[src/rtl/uart_axilite_fifo.sv]
// AXI-Lite UART peripheral: buffered TX FIFO, optional RX FIFO, status/control registers.
// Define UART_RX_EN to build the RX synchronizer, RX engine and RX FIFO; otherwise rx is ignored.
module uart_axilite_fifo #(
   parameter int CLK_FREQ   = 12000000,
   parameter int BAUD       = 9600,
   parameter int FIFO_DEPTH = 16
) (
   input  logic        clk,
   input  logic        rst,
   input  logic [3:0]  awaddr,
   input  logic        awvalid,
   output logic        awready,
   input  logic [31:0] wdata,
   input  logic        wvalid,
   output logic        wready,
   output logic        bvalid,
   input  logic        bready,
   output logic [1:0]  bresp,
   input  logic [3:0]  araddr,
   input  logic        arvalid,
   output logic        arready,
   output logic [31:0] rdata,
   output logic [1:0]  rresp,
   output logic        rvalid,
   input  logic        rready,
   output logic        tx,
   input  logic        rx
);

   localparam int BIT_PERIOD = CLK_FREQ / BAUD;
   localparam int AW = (FIFO_DEPTH > 1) ? $clog2(FIFO_DEPTH) : 1;
   localparam int CW = AW + 1;
   localparam logic [CW-1:0] DEPTH_C   = CW'(FIFO_DEPTH);
   localparam logic [15:0]   BIT_LAST  = 16'(BIT_PERIOD - 1);
   localparam logic [15:0]   HALF_LAST = 16'(BIT_PERIOD / 2 - 1);
   localparam logic [1:0] RESP_OKAY   = 2'b00;
   localparam logic [1:0] RESP_SLVERR = 2'b10;
   localparam logic [1:0] A_TXDATA = 2'd0;
   localparam logic [1:0] A_RXDATA = 2'd1;
   localparam logic [1:0] A_STATUS = 2'd2;
   localparam logic [1:0] A_CTRL   = 2'd3;

   typedef enum logic {W_IDLE, W_RESP} wState_t;
   typedef enum logic {R_IDLE, R_DATA} rState_t;
   typedef enum logic [1:0] {TX_IDLE, TX_LOAD, TX_SHIFT} txState_t;

   wState_t       r_wState;
   rState_t       r_rState;
   txState_t      r_txState;
   logic          r_bvalid;
   logic [1:0]    r_bresp;
   logic          r_rvalid;
   logic [1:0]    r_rresp;
   logic [31:0]   r_rdata;
   logic          r_tx;
   logic [9:0]    r_txShift;
   logic [3:0]    r_txBitIdx;
   logic [15:0]   r_txCnt;
   logic [7:0]    r_txMem [FIFO_DEPTH];
   logic [AW-1:0] r_txWr;
   logic [AW-1:0] r_txRd;
   logic [CW-1:0] r_txCount;

   logic          w_wAccept;
   logic          w_rAccept;
   logic          w_txWrite;
   logic          w_ctrlWrite;
   logic          w_flush;
   logic          w_clear;
   logic          w_txFull;
   logic          w_txEmpty;
   logic          w_txPush;
   logic          w_txPop;
   logic          w_txBusy;
   logic [7:0]    w_txHead;
   logic          w_rxEmpty;
   logic          w_rxFull;
   logic          w_overrun;
   logic          w_frameErr;
   logic [7:0]    w_rxHead;
   logic [6:0]    w_status;
   logic [31:0]   w_rdNext;
   logic [1:0]    w_rrNext;
   logic [27:0]   w_unusedBits;

   assign awready   = (r_wState == W_IDLE);
   assign wready    = (r_wState == W_IDLE);
   assign arready   = (r_rState == R_IDLE);
   assign bvalid    = r_bvalid;
   assign bresp     = r_bresp;
   assign rvalid    = r_rvalid;
   assign rresp     = r_rresp;
   assign rdata     = r_rdata;
   assign tx        = r_tx;

   assign w_wAccept   = (r_wState == W_IDLE) && awvalid && wvalid;
   assign w_rAccept   = (r_rState == R_IDLE) && arvalid;
   assign w_txWrite   = w_wAccept && (awaddr[3:2] == A_TXDATA);
   assign w_ctrlWrite = w_wAccept && (awaddr[3:2] == A_CTRL);
   assign w_flush     = w_ctrlWrite && wdata[1];
   assign w_clear     = w_ctrlWrite && wdata[0];
   assign w_txFull    = (r_txCount == DEPTH_C);
   assign w_txEmpty   = (r_txCount == '0);
   assign w_txPush    = w_txWrite && !w_txFull && !w_flush;
   assign w_txHead    = r_txMem[r_txRd];
   assign w_txBusy    = (r_txState != TX_IDLE);
   assign w_unusedBits = {wdata[31:8], awaddr[1:0], araddr[1:0]};

   // The engine pops either from idle or exactly at the end of a stop bit, which keeps frames gapless.
   assign w_txPop = !w_flush && !w_txEmpty &&
                    ((r_txState == TX_IDLE) ||
                     ((r_txState == TX_SHIFT) && (r_txCnt == BIT_LAST) && (r_txBitIdx == 4'd9)));

   assign w_status = {w_frameErr, w_txBusy, w_overrun, w_rxFull, w_rxEmpty, w_txEmpty, w_txFull};

   always_ff @(posedge clk) begin
      if (rst) begin
         r_wState <= W_IDLE;
         r_bvalid <= 1'b0;
         r_bresp  <= RESP_OKAY;
      end else begin
         case (r_wState)
            W_IDLE: begin
               if (w_wAccept) begin
                  r_wState <= W_RESP;
                  r_bvalid <= 1'b1;
                  r_bresp  <= (w_txWrite && w_txFull) ? RESP_SLVERR : RESP_OKAY;
               end
            end
            W_RESP: begin
               if (bready) begin
                  r_wState <= W_IDLE;
                  r_bvalid <= 1'b0;
               end
            end
            default: r_wState <= W_IDLE;
         endcase
      end
   end

   always_comb begin
      w_rdNext = 32'd0;
      w_rrNext = RESP_OKAY;
      case (araddr[3:2])
         A_RXDATA: begin
            if (w_rxEmpty) w_rrNext = RESP_SLVERR;
            else           w_rdNext = {24'd0, w_rxHead};
         end
         A_STATUS: w_rdNext = {25'd0, w_status};
         default:  w_rdNext = 32'd0;
      endcase
   end

   always_ff @(posedge clk) begin
      if (rst) begin
         r_rState <= R_IDLE;
         r_rvalid <= 1'b0;
         r_rresp  <= RESP_OKAY;
         r_rdata  <= 32'd0;
      end else begin
         case (r_rState)
            R_IDLE: begin
               if (w_rAccept) begin
                  r_rState <= R_DATA;
                  r_rvalid <= 1'b1;
                  r_rdata  <= w_rdNext;
                  r_rresp  <= w_rrNext;
               end
            end
            R_DATA: begin
               if (rready) begin
                  r_rState <= R_IDLE;
                  r_rvalid <= 1'b0;
               end
            end
            default: r_rState <= R_IDLE;
         endcase
      end
   end

   always_ff @(posedge clk) begin
      if (w_txPush) r_txMem[r_txWr] <= wdata[7:0];
   end

   // Full is judged on the pre-pop count, so a push to a full FIFO is refused even during a pop.
   always_ff @(posedge clk) begin
      if (rst || w_flush) begin
         r_txWr    <= '0;
         r_txRd    <= '0;
         r_txCount <= '0;
      end else begin
         if (w_txPush) r_txWr <= r_txWr + 1'b1;
         if (w_txPop)  r_txRd <= r_txRd + 1'b1;
         r_txCount <= r_txCount + CW'(w_txPush) - CW'(w_txPop);
      end
   end

   // Shift register holds {stop, data, start}; bit 0 is always the bit currently on the line.
   always_ff @(posedge clk) begin
      if (rst) begin
         r_txState  <= TX_IDLE;
         r_tx       <= 1'b1;
         r_txShift  <= '1;
         r_txBitIdx <= 4'd0;
         r_txCnt    <= 16'd0;
      end else begin
         case (r_txState)
            TX_IDLE: begin
               r_tx <= 1'b1;
               if (w_txPop) begin
                  r_txShift <= {1'b1, w_txHead, 1'b0};
                  r_txState <= TX_LOAD;
               end
            end
            TX_LOAD: begin
               r_tx       <= r_txShift[0];
               r_txCnt    <= 16'd0;
               r_txBitIdx <= 4'd0;
               r_txState  <= TX_SHIFT;
            end
            TX_SHIFT: begin
               if (r_txCnt == BIT_LAST) begin
                  r_txCnt <= 16'd0;
                  if (r_txBitIdx == 4'd9) begin
                     if (w_txPop) begin
                        r_txShift  <= {1'b1, w_txHead, 1'b0};
                        r_tx       <= 1'b0;
                        r_txBitIdx <= 4'd0;
                     end else begin
                        r_tx      <= 1'b1;
                        r_txState <= TX_IDLE;
                     end
                  end else begin
                     r_txShift  <= {1'b1, r_txShift[9:1]};
                     r_tx       <= r_txShift[1];
                     r_txBitIdx <= r_txBitIdx + 4'd1;
                  end
               end else begin
                  r_txCnt <= r_txCnt + 16'd1;
               end
            end
            default: begin
               r_txState <= TX_IDLE;
               r_tx      <= 1'b1;
            end
         endcase
      end
   end

`ifdef UART_RX_EN
   typedef enum logic [1:0] {RX_IDLE, RX_START, RX_DATA, RX_STOP} rxState_t;

   rxState_t      r_rxState;
   logic          r_rxSync1;
   logic          r_rxSync2;
   logic          r_rxPrev;
   logic [7:0]    r_rxShift;
   logic [2:0]    r_rxBitIdx;
   logic [15:0]   r_rxCnt;
   logic [7:0]    r_rxMem [FIFO_DEPTH];
   logic [AW-1:0] r_rxWr;
   logic [AW-1:0] r_rxRd;
   logic [CW-1:0] r_rxCount;
   logic          r_overrun;
   logic          r_frameErr;
   logic          w_rxDone;
   logic          w_rxPush;
   logic          w_rxPop;
   logic          w_ovSet;
   logic          w_feSet;

   assign w_rxEmpty  = (r_rxCount == '0);
   assign w_rxFull   = (r_rxCount == DEPTH_C);
   assign w_rxHead   = r_rxMem[r_rxRd];
   assign w_overrun  = r_overrun;
   assign w_frameErr = r_frameErr;
   assign w_rxDone   = (r_rxState == RX_STOP) && (r_rxCnt == BIT_LAST);
   assign w_rxPush   = w_rxDone && r_rxSync2 && !w_rxFull && !w_flush;
   assign w_rxPop    = w_rAccept && (araddr[3:2] == A_RXDATA) && !w_rxEmpty;
   assign w_ovSet    = w_rxDone && r_rxSync2 && w_rxFull;
   assign w_feSet    = w_rxDone && !r_rxSync2;

   always_ff @(posedge clk) begin
      if (rst) begin
         r_rxSync1 <= 1'b1;
         r_rxSync2 <= 1'b1;
         r_rxPrev  <= 1'b1;
      end else begin
         r_rxSync1 <= rx;
         r_rxSync2 <= r_rxSync1;
         r_rxPrev  <= r_rxSync2;
      end
   end

   // Start is re-checked half a bit in; after that every bit is sampled one full period later.
   always_ff @(posedge clk) begin
      if (rst) begin
         r_rxState  <= RX_IDLE;
         r_rxShift  <= 8'd0;
         r_rxBitIdx <= 3'd0;
         r_rxCnt    <= 16'd0;
      end else begin
         case (r_rxState)
            RX_IDLE: begin
               r_rxCnt <= 16'd0;
               if (!r_rxSync2 && r_rxPrev) r_rxState <= RX_START;
            end
            RX_START: begin
               if (r_rxCnt == HALF_LAST) begin
                  r_rxCnt    <= 16'd0;
                  r_rxBitIdx <= 3'd0;
                  r_rxState  <= r_rxSync2 ? RX_IDLE : RX_DATA;
               end else begin
                  r_rxCnt <= r_rxCnt + 16'd1;
               end
            end
            RX_DATA: begin
               if (r_rxCnt == BIT_LAST) begin
                  r_rxCnt   <= 16'd0;
                  r_rxShift <= {r_rxSync2, r_rxShift[7:1]};
                  if (r_rxBitIdx == 3'd7) r_rxState <= RX_STOP;
                  else                    r_rxBitIdx <= r_rxBitIdx + 3'd1;
               end else begin
                  r_rxCnt <= r_rxCnt + 16'd1;
               end
            end
            RX_STOP: begin
               if (r_rxCnt == BIT_LAST) begin
                  r_rxCnt   <= 16'd0;
                  r_rxState <= RX_IDLE;
               end else begin
                  r_rxCnt <= r_rxCnt + 16'd1;
               end
            end
            default: r_rxState <= RX_IDLE;
         endcase
      end
   end

   always_ff @(posedge clk) begin
      if (w_rxPush) r_rxMem[r_rxWr] <= r_rxShift;
   end

   always_ff @(posedge clk) begin
      if (rst || w_flush) begin
         r_rxWr    <= '0;
         r_rxRd    <= '0;
         r_rxCount <= '0;
      end else begin
         if (w_rxPush) r_rxWr <= r_rxWr + 1'b1;
         if (w_rxPop)  r_rxRd <= r_rxRd + 1'b1;
         r_rxCount <= r_rxCount + CW'(w_rxPush) - CW'(w_rxPop);
      end
   end

   // A flag being set wins over a clear issued in the same cycle.
   always_ff @(posedge clk) begin
      if (rst) begin
         r_overrun  <= 1'b0;
         r_frameErr <= 1'b0;
      end else begin
         if (w_ovSet)      r_overrun <= 1'b1;
         else if (w_clear) r_overrun <= 1'b0;
         if (w_feSet)      r_frameErr <= 1'b1;
         else if (w_clear) r_frameErr <= 1'b0;
      end
   end
`else
   logic [1:0] w_unusedRx;

   assign w_rxEmpty  = 1'b1;
   assign w_rxFull   = 1'b0;
   assign w_overrun  = 1'b0;
   assign w_frameErr = 1'b0;
   assign w_rxHead   = 8'd0;
   assign w_unusedRx = {rx, w_clear};
`endif

endmodule
[config.mk]
export PLATFORM = sky130hd
export DESIGN_NAME = uart_axilite_fifo
export DESIGN_NICKNAME = d
export VERILOG_FILES = /design/src/rtl/uart_axilite_fifo.sv
export SDC_FILE = /design/constraint.sdc
export NUM_CORES = 1
export LEC_CHECK = 0
export BUFFER_PORTS_ARGS = -buffer_cell sky130_fd_sc_hd__buf_2
export CAP_MARGIN = 20
export CORE_MARGIN = 2
export CORE_UTILIZATION = 60
export CTS_BUF_LIST = sky130_fd_sc_hd__clkbuf_2 sky130_fd_sc_hd__clkbuf_4 sky130_fd_sc_hd__clkbuf_8
export DETAILED_ROUTE_END_ITERATION = 12
export GPL_ROUTABILITY_DRIVEN = 0
export MAX_ROUTING_LAYER = met4
export PLACE_DENSITY = 0.81
export RECOVER_POWER = 100
export SETUP_SLACK_MARGIN = 0.3
export SLEW_MARGIN = 10
export SYNTH_ARGS = -nofsm -noshare
export SYNTH_HDL_FRONTEND = slang
export SYNTH_SLANG_ARGS = --single-unit
[constraint.sdc]
create_clock -name clk -period 6.45 [get_ports clk]
set_clock_uncertainty 0.15 [all_clocks]
set_input_delay 1.29 -clock clk [delete_from_list [all_inputs] [get_ports clk]]
set_output_delay 1.29 -clock clk [all_outputs]
set_load 0.1 [all_outputs]
# --- Word level (Yosys, flattened, before mapping) ---
# Memories as Yosys holds them, arrays and structs flattened. A register that Yosys moved wholly into a read port is not among the register bits.
# Index checks and enable logic that the tools add are counted.
totals:
  ff_bits: 86
  ram_bits: 128
  in_bits: 48
  memories: 1
mem_list:
  columns: ["name", "depth", "width", "read_ports", "rd_ports_with_merged_regs", "wr", "line_no", "source"]
  rows:
  - ["r_txMem", 16, 8, 1, 1, 1, "59", "logic [7:0] r_txMem [FIFO_DEPTH];"]
op_classes:
  add_sub_neg: 6
  eq_ne: 17
  mux: 38
  n_bitwise: 2
  reduce_logical: 31
op_table:
  columns: ["cell", "n"]
  rows:
  - ["16-bit case mux with 2 select lines", 1]
  - ["10-bit 2-to-1 mux", 3]
  - ["4-bit 2-to-1 mux", 5]
  - ["10-bit case mux with 2 select lines", 1]
  - ["16-bit by 1-bit adder with 16-bit output, second input constant", 1]
  - ["16-bit by 11-bit == test with 1-bit output, second input constant", 1]
  - ["16-bit 2-to-1 mux", 1]
  - ["1-bit logical AND", 13]
  - ["1-bit 2-to-1 mux", 13]
  - ["4-bit by 1-bit adder with 4-bit output, second input constant", 3]
  - ["2-bit 2-to-1 mux", 6]
  - ["1-bit case mux with 2 select lines", 5]
  - ["2-bit AND reduction", 5]
  - ["2-bit by 1-bit != test with 1-bit output, second input constant", 4]
  - ["2-bit != test, second input constant", 4]
  - ["4-bit case mux with 2 select lines", 1]
  - ["2-bit == test, second input constant", 3]
  - ["6-bit 2-to-1 mux", 1]
  - ["2-bit case mux with 3 select lines", 1]
  - ["2-bit nonzero test", 3]
  - ["5-bit by 1-bit adder with 5-bit output", 1]
  - ["5-bit == test, second input constant", 1]
  - ["5-bit zero test", 1]
  - ["5-bit by 1-bit subtractor with 5-bit output", 1]
  - ["9 further kinds", 15]

# --- Longest topological paths before layout ---
depth:
  ltp_word: 12
  depth_mapped: 15
  mapped_depth_nobuf: 14

# --- Worst setup path before layout ---
# Ideal clock, no wire load.
synth_path:
  kind: "input port to flip-flop"
  from: "in wvalid"
  to: "reg r_txCount[4]"
  arrival_ps: 3274
  required_time_ps: 6230
  path_slack_ps: 2956
  path_stages: 11
  n_path_buf: 0
  path_cell_list: "nand3b_1 -> nor4_2 -> xor2_1 -> ha_1 -> inv_1 -> fa_1 -> inv_1 -> a21oi_1 -> nor2_1 -> or3_1 -> a21oi_1"
synth_between:
  elab_chain_len: 7
  elab_cells_between_ends: 12
  cone_classes: "add/sub (2); reduce/logical (10)"
synth_rtl:
  columns: ["element", "line_no", "source"]
  rows:
  - ["start: declaration", "14", "input logic wvalid,"]
  - ["1-bit logical AND (*)", "96", "assign w_wAccept = (r_wState == W_IDLE) && awvalid && wvalid;"]
  - ["1-bit logical AND", "99", "assign w_ctrlWrite = w_wAccept && (awaddr[3:2] == A_CTRL);"]
  - ["1-bit logical AND", "100", "assign w_flush = w_ctrlWrite && wdata[1];"]
  - ["1-bit zero test", "104, 110", null]
  - ["1-bit logical AND (on tied branches)", "104, 110", null]
  - ["5-bit by 1-bit adder with 5-bit output or 1-bit logical AND (tied branches)", "194, 110", null]
  - ["5-bit by 1-bit subtractor with 5-bit output", "194", "r_txCount <= r_txCount + CW'(w_txPush) - CW'(w_txPop);"]
  - ["end signal: assignment", "194", null]
  - ["end: declaration", "62", "logic [CW-1:0] r_txCount;"]
# Every way passes the cells marked *; elsewhere a longest branch is shown, timed or not.
# A chain may end at the register's enable or synchronous reset.

# --- Worst setup path after layout ---
layout_path:
  from: "in wvalid"
  to: "mem r_txMem[7][1] (enable)"
layout_between:
  elab_chain_len: 7
  elab_cells_between_ends: 9
  cone_classes: "mux (2); reduce/logical (7)"
layout_rtl:
  columns: ["element", "line_no", "source"]
  rows:
  - ["1-bit logical AND (*)", "96", null]
  - ["1-bit logical AND", "99", null]
  - ["1-bit logical AND", "100", null]
  - ["1-bit zero test", "104", "assign w_txPush = w_txWrite && !w_txFull && !w_flush;"]
  - ["1-bit logical AND (*)", "104", null]
  - ["1-bit 2-to-1 mux (*)", "182", "if (w_txPush) r_txMem[r_txWr] <= wdata[7:0];"]
  - ["1-bit 2-to-1 mux (implied by the code) (*)", "182", null]
  - ["end: declaration", "59", null]
# Marked as above.

==> impl_metrics.json <==
{
  "maxSlewHeadroom_pct": -7.84,
  "ys_seq_area_share_pct": 62.7,
  "synth_area_per_cell_um2": 14.2,
  "reg2reg_depth": 6,
  "violations": "max-capacitance violations, max-slew violations",
  "end_kind": "flip-flop",
  "grt_pass1_wl_um": 22500,
  "root_buffer": "clkbuf_8",
  "ys_types": 59,
  "start_util_pct": 61.0,
  "hold_end": "r_txShift[9]",
  "cts.clk_slew.worst_paths_ps": 90,
  "min-delay-start": "r_txShift[9]",
  "synth_top_family_by_area": "multiplexers",
  "ys.flop_type": "edfxtp_1",
  "hold_ws_ps": 321,
  "ant_nets": 0,
  "run_status": "finished with violations",
  "synth_cells": 568,
  "maxCapViolCount": 1,
  "min_path_cells": 2,
  "synth_top_area_share_pct": 47.8,
  "clockBufferDepth": 2,
  "synth_edf_count": 128,
  "dieHeight_um": 120,
  "report.final.hold_viol_count": 0,
  "period_share_pct": 64.4,
  "yosys-top-cells-count": "edfxtp_1 (128), nor2_1 (68), dfxtp_1 (60)",
  "hpwl_um": 9220,
  "die_w_um": 120,
  "wl_per_cell_um": 17.4,
  "yosysMostFrequentCell": "edfxtp_1",
  "synth_compound_area_share_pct": 5.68,
  "crit_buf_inv": 1,
  "firstDrtPassIters": 5,
  "p_per_area_mw_per_mm2": 338,
  "diodes": 0,
  "vias": 4496,
  "r2r-end": "r_txMem[7][1]",
  "crit_path_top_delay_cell": "nor4_1",
  "cp_top_family": "simple AND/OR/NAND/NOR gates",
  "critical_path_class": "in -> reg",
  "grt_setup_unrepaired": "false",
  "setup_viol": 0,
  "grt_usage_pct": 21.4,
  "slew_viol_final": 10,
  "reg2reg_from": "r_txCount[2]",
  "grt_max_degree": 36,
  "core_mm2": 0.0132,
  "slowest_delay_ps": 1290,
  "cp-start-kind": "primary input",
  "drt_iter0_markers": 383,
  "peakVddDrop_v": 0.000364,
  "grt_overflow": 0,
  "synthMuxAreaShare_pct": 11.7,
  "via_per_inst": 5.72,
  "grt_pass1_vias": 4608,
  "met2_usage_pct": 35.4,
  "totalWireLength_um": 13600,
  "yosys.area_share.simple_pct": 9.32,
  "ff2ff_setup_slack_ps": 2690,
  "worstPathMaxFanout": 9,
  "cts_tree": "done",
  "syn_area_mm2": 0.00804,
  "drive_above_1_share_pct": 14.9,
  "grt-busiest-layer": "met2",
  "gr-usage-met3_pct": 6.23,
  "arrival_ps": 4090,
  "synth_fa_ha_area_share_pct": 3.05,
  "die-area_mm2": 0.0143,
  "area_growth_syn_to_layout_pct": 6.24,
  "nNetsFinal": 664,
  "antenna_found_initial": 0,
  "post-cts-setup-buffers": 0,
  "setup_tns_ps": 0,
  "htree_levels": 4,
  "cts_made_buffers": 17,
  "drc": 0,
  "synth-seq-cells": 188,
  "path_cells": "clkbuf_1 -> nand3b_1 -> nor4_1 -> nand2_1 -> nor2_1",
  "p_leak_nw": 2.82,
  "clk_latency_ps": 470,
  "worstPathRequired_ps": 6390,
  "max_freq_mhz": 241,
  "synth_xor_area_share_pct": 2.40,
  "min_path_type": "reg -> reg",
  "io_pins": 90,
  "io_buffers": 30,
  "period_minus_slack_ps": 4150,
  "tightestPinTransition_ps": 1600,
  "hold_buffers": 0,
  "num_rows": 42,
  "ctsResizeCount": 0,
  "ys_async_sr_fraction_pct": 0,
  "met1_usage_pct": 25.2,
  "yosysTopAreaCell": "edfxtp_1",
  "cts.sinks": 188,
  "yosys-top-cells-area": "edfxtp_1 (48%), dfxtp_1 (15%), mux4_2 (9.0%)",
  "ys.warnings.count": 0
}
## where the power goes
| part | internal, mW | total, mW | leakage [nW] | switching [mW] |
|---|---|---|---|---|
| combinational | 0.291 | 0.750 | 0.995 | 0.459 |
| sequential | 1.34 | 1.41 | 1.64 | 0.0630 |
| clock | 0.318 | 0.736 | 0.187 | 0.418 |
## cells by family after synthesis
| group | after synthesis |
|---|---|
| simple gates | 142 |
| buf+inv | 74 |
| flops | 188 |
| compound gates | 69 |
| xor+xnor | 22 |
| mux | 53 |
| other cells | 1 |
| fa+ha+maj | 19 |
## worst max-delay path by stage
stage                  start  slack [ps]             to  cells past startpoint
global route          wvalid        2020  r_txMem[7][6]                      5
CTS                 wdata[1]        2890   r_txCount[4]                     13
finish                wvalid        2300  r_txMem[7][1]                      5
global placement      wvalid        2480  r_txMem[7][3]                      5
detailed placement  wdata[1]        2380   r_txCount[4]                     13
floorplan             wvalid        2960   r_txCount[4]                     11
## layout make-up
cell class              count  area, um2
inverters                  20       75.1
well taps                 176        220
flip-flops and latches    188       5050
repair buffers             35        145
clock buffers              18        241
clock inverters            14        133
multi-input cells         335       2680
fillers                   964       4640
## placed cells by master, fill, tap and decap left out, drive strengths merged, types with 2 or more instances in the layout
master,count
xor2,13
nand2b,6
a22oi,4
nor3b,2
mux2,10
dfxtp,60
nand3b,4
nor4,3
and3,3
edfxtp,128
xnor2,9
nor3,8
conb,30
clkinvlp,2
a221oi,12
a21o,4
nor2,68
or4,4
a21oi,25
mux2i,11
inv,27
clkbuf,44
nand2,21
a211oi,3
o21ai,12
clkinv,4
mux4,32
nand3,6
nand4,7
and3b,2
ha,18
buf,9
## metal layers
layer | up-vias | share of wire, %
li1 | 2107 | -
met1 | 2238 | 41
met2 | 131 | 52
met3 | 20 | 5.6
met4 | 0 | 1.5
met5 | - | 0
## worst register-to-register path: stages, from the launching register on
cell and delay, ps:
dfxtp_1 340, inv_1 60, ha_1 200, nor4bb_1 160, nor4_1 1220, nand2_1 440, nor2_1 810
## through the flow
step,worst slack [ps],std cells,util (%),area [um2],power (mW)
after floorplan,2960,597,-,8150,2.09
after global placement,2480,754,62.4,8230,2.17
after detailed placement,2380,754,62.4,8230,2.21
after CTS,2890,786,65.2,8600,2.94
after global routing,2020,786,64.8,8550,3.05
final,2300,786,64.8,8550,2.89
## registers in the layout, indices dropped and copies added, names as in the netlist, named ones only
name,count
bresp,1
bvalid,1
r_rState,1
r_txBitIdx,4
r_txCnt,16
r_txCount,5
r_txMem,128
r_txRd,4
r_txShift,10
r_txState,2
r_txWr,4
r_wState,1
rdata,4
rresp,1
rvalid,1
tx,1
Power figures use the tool's default switching activity.
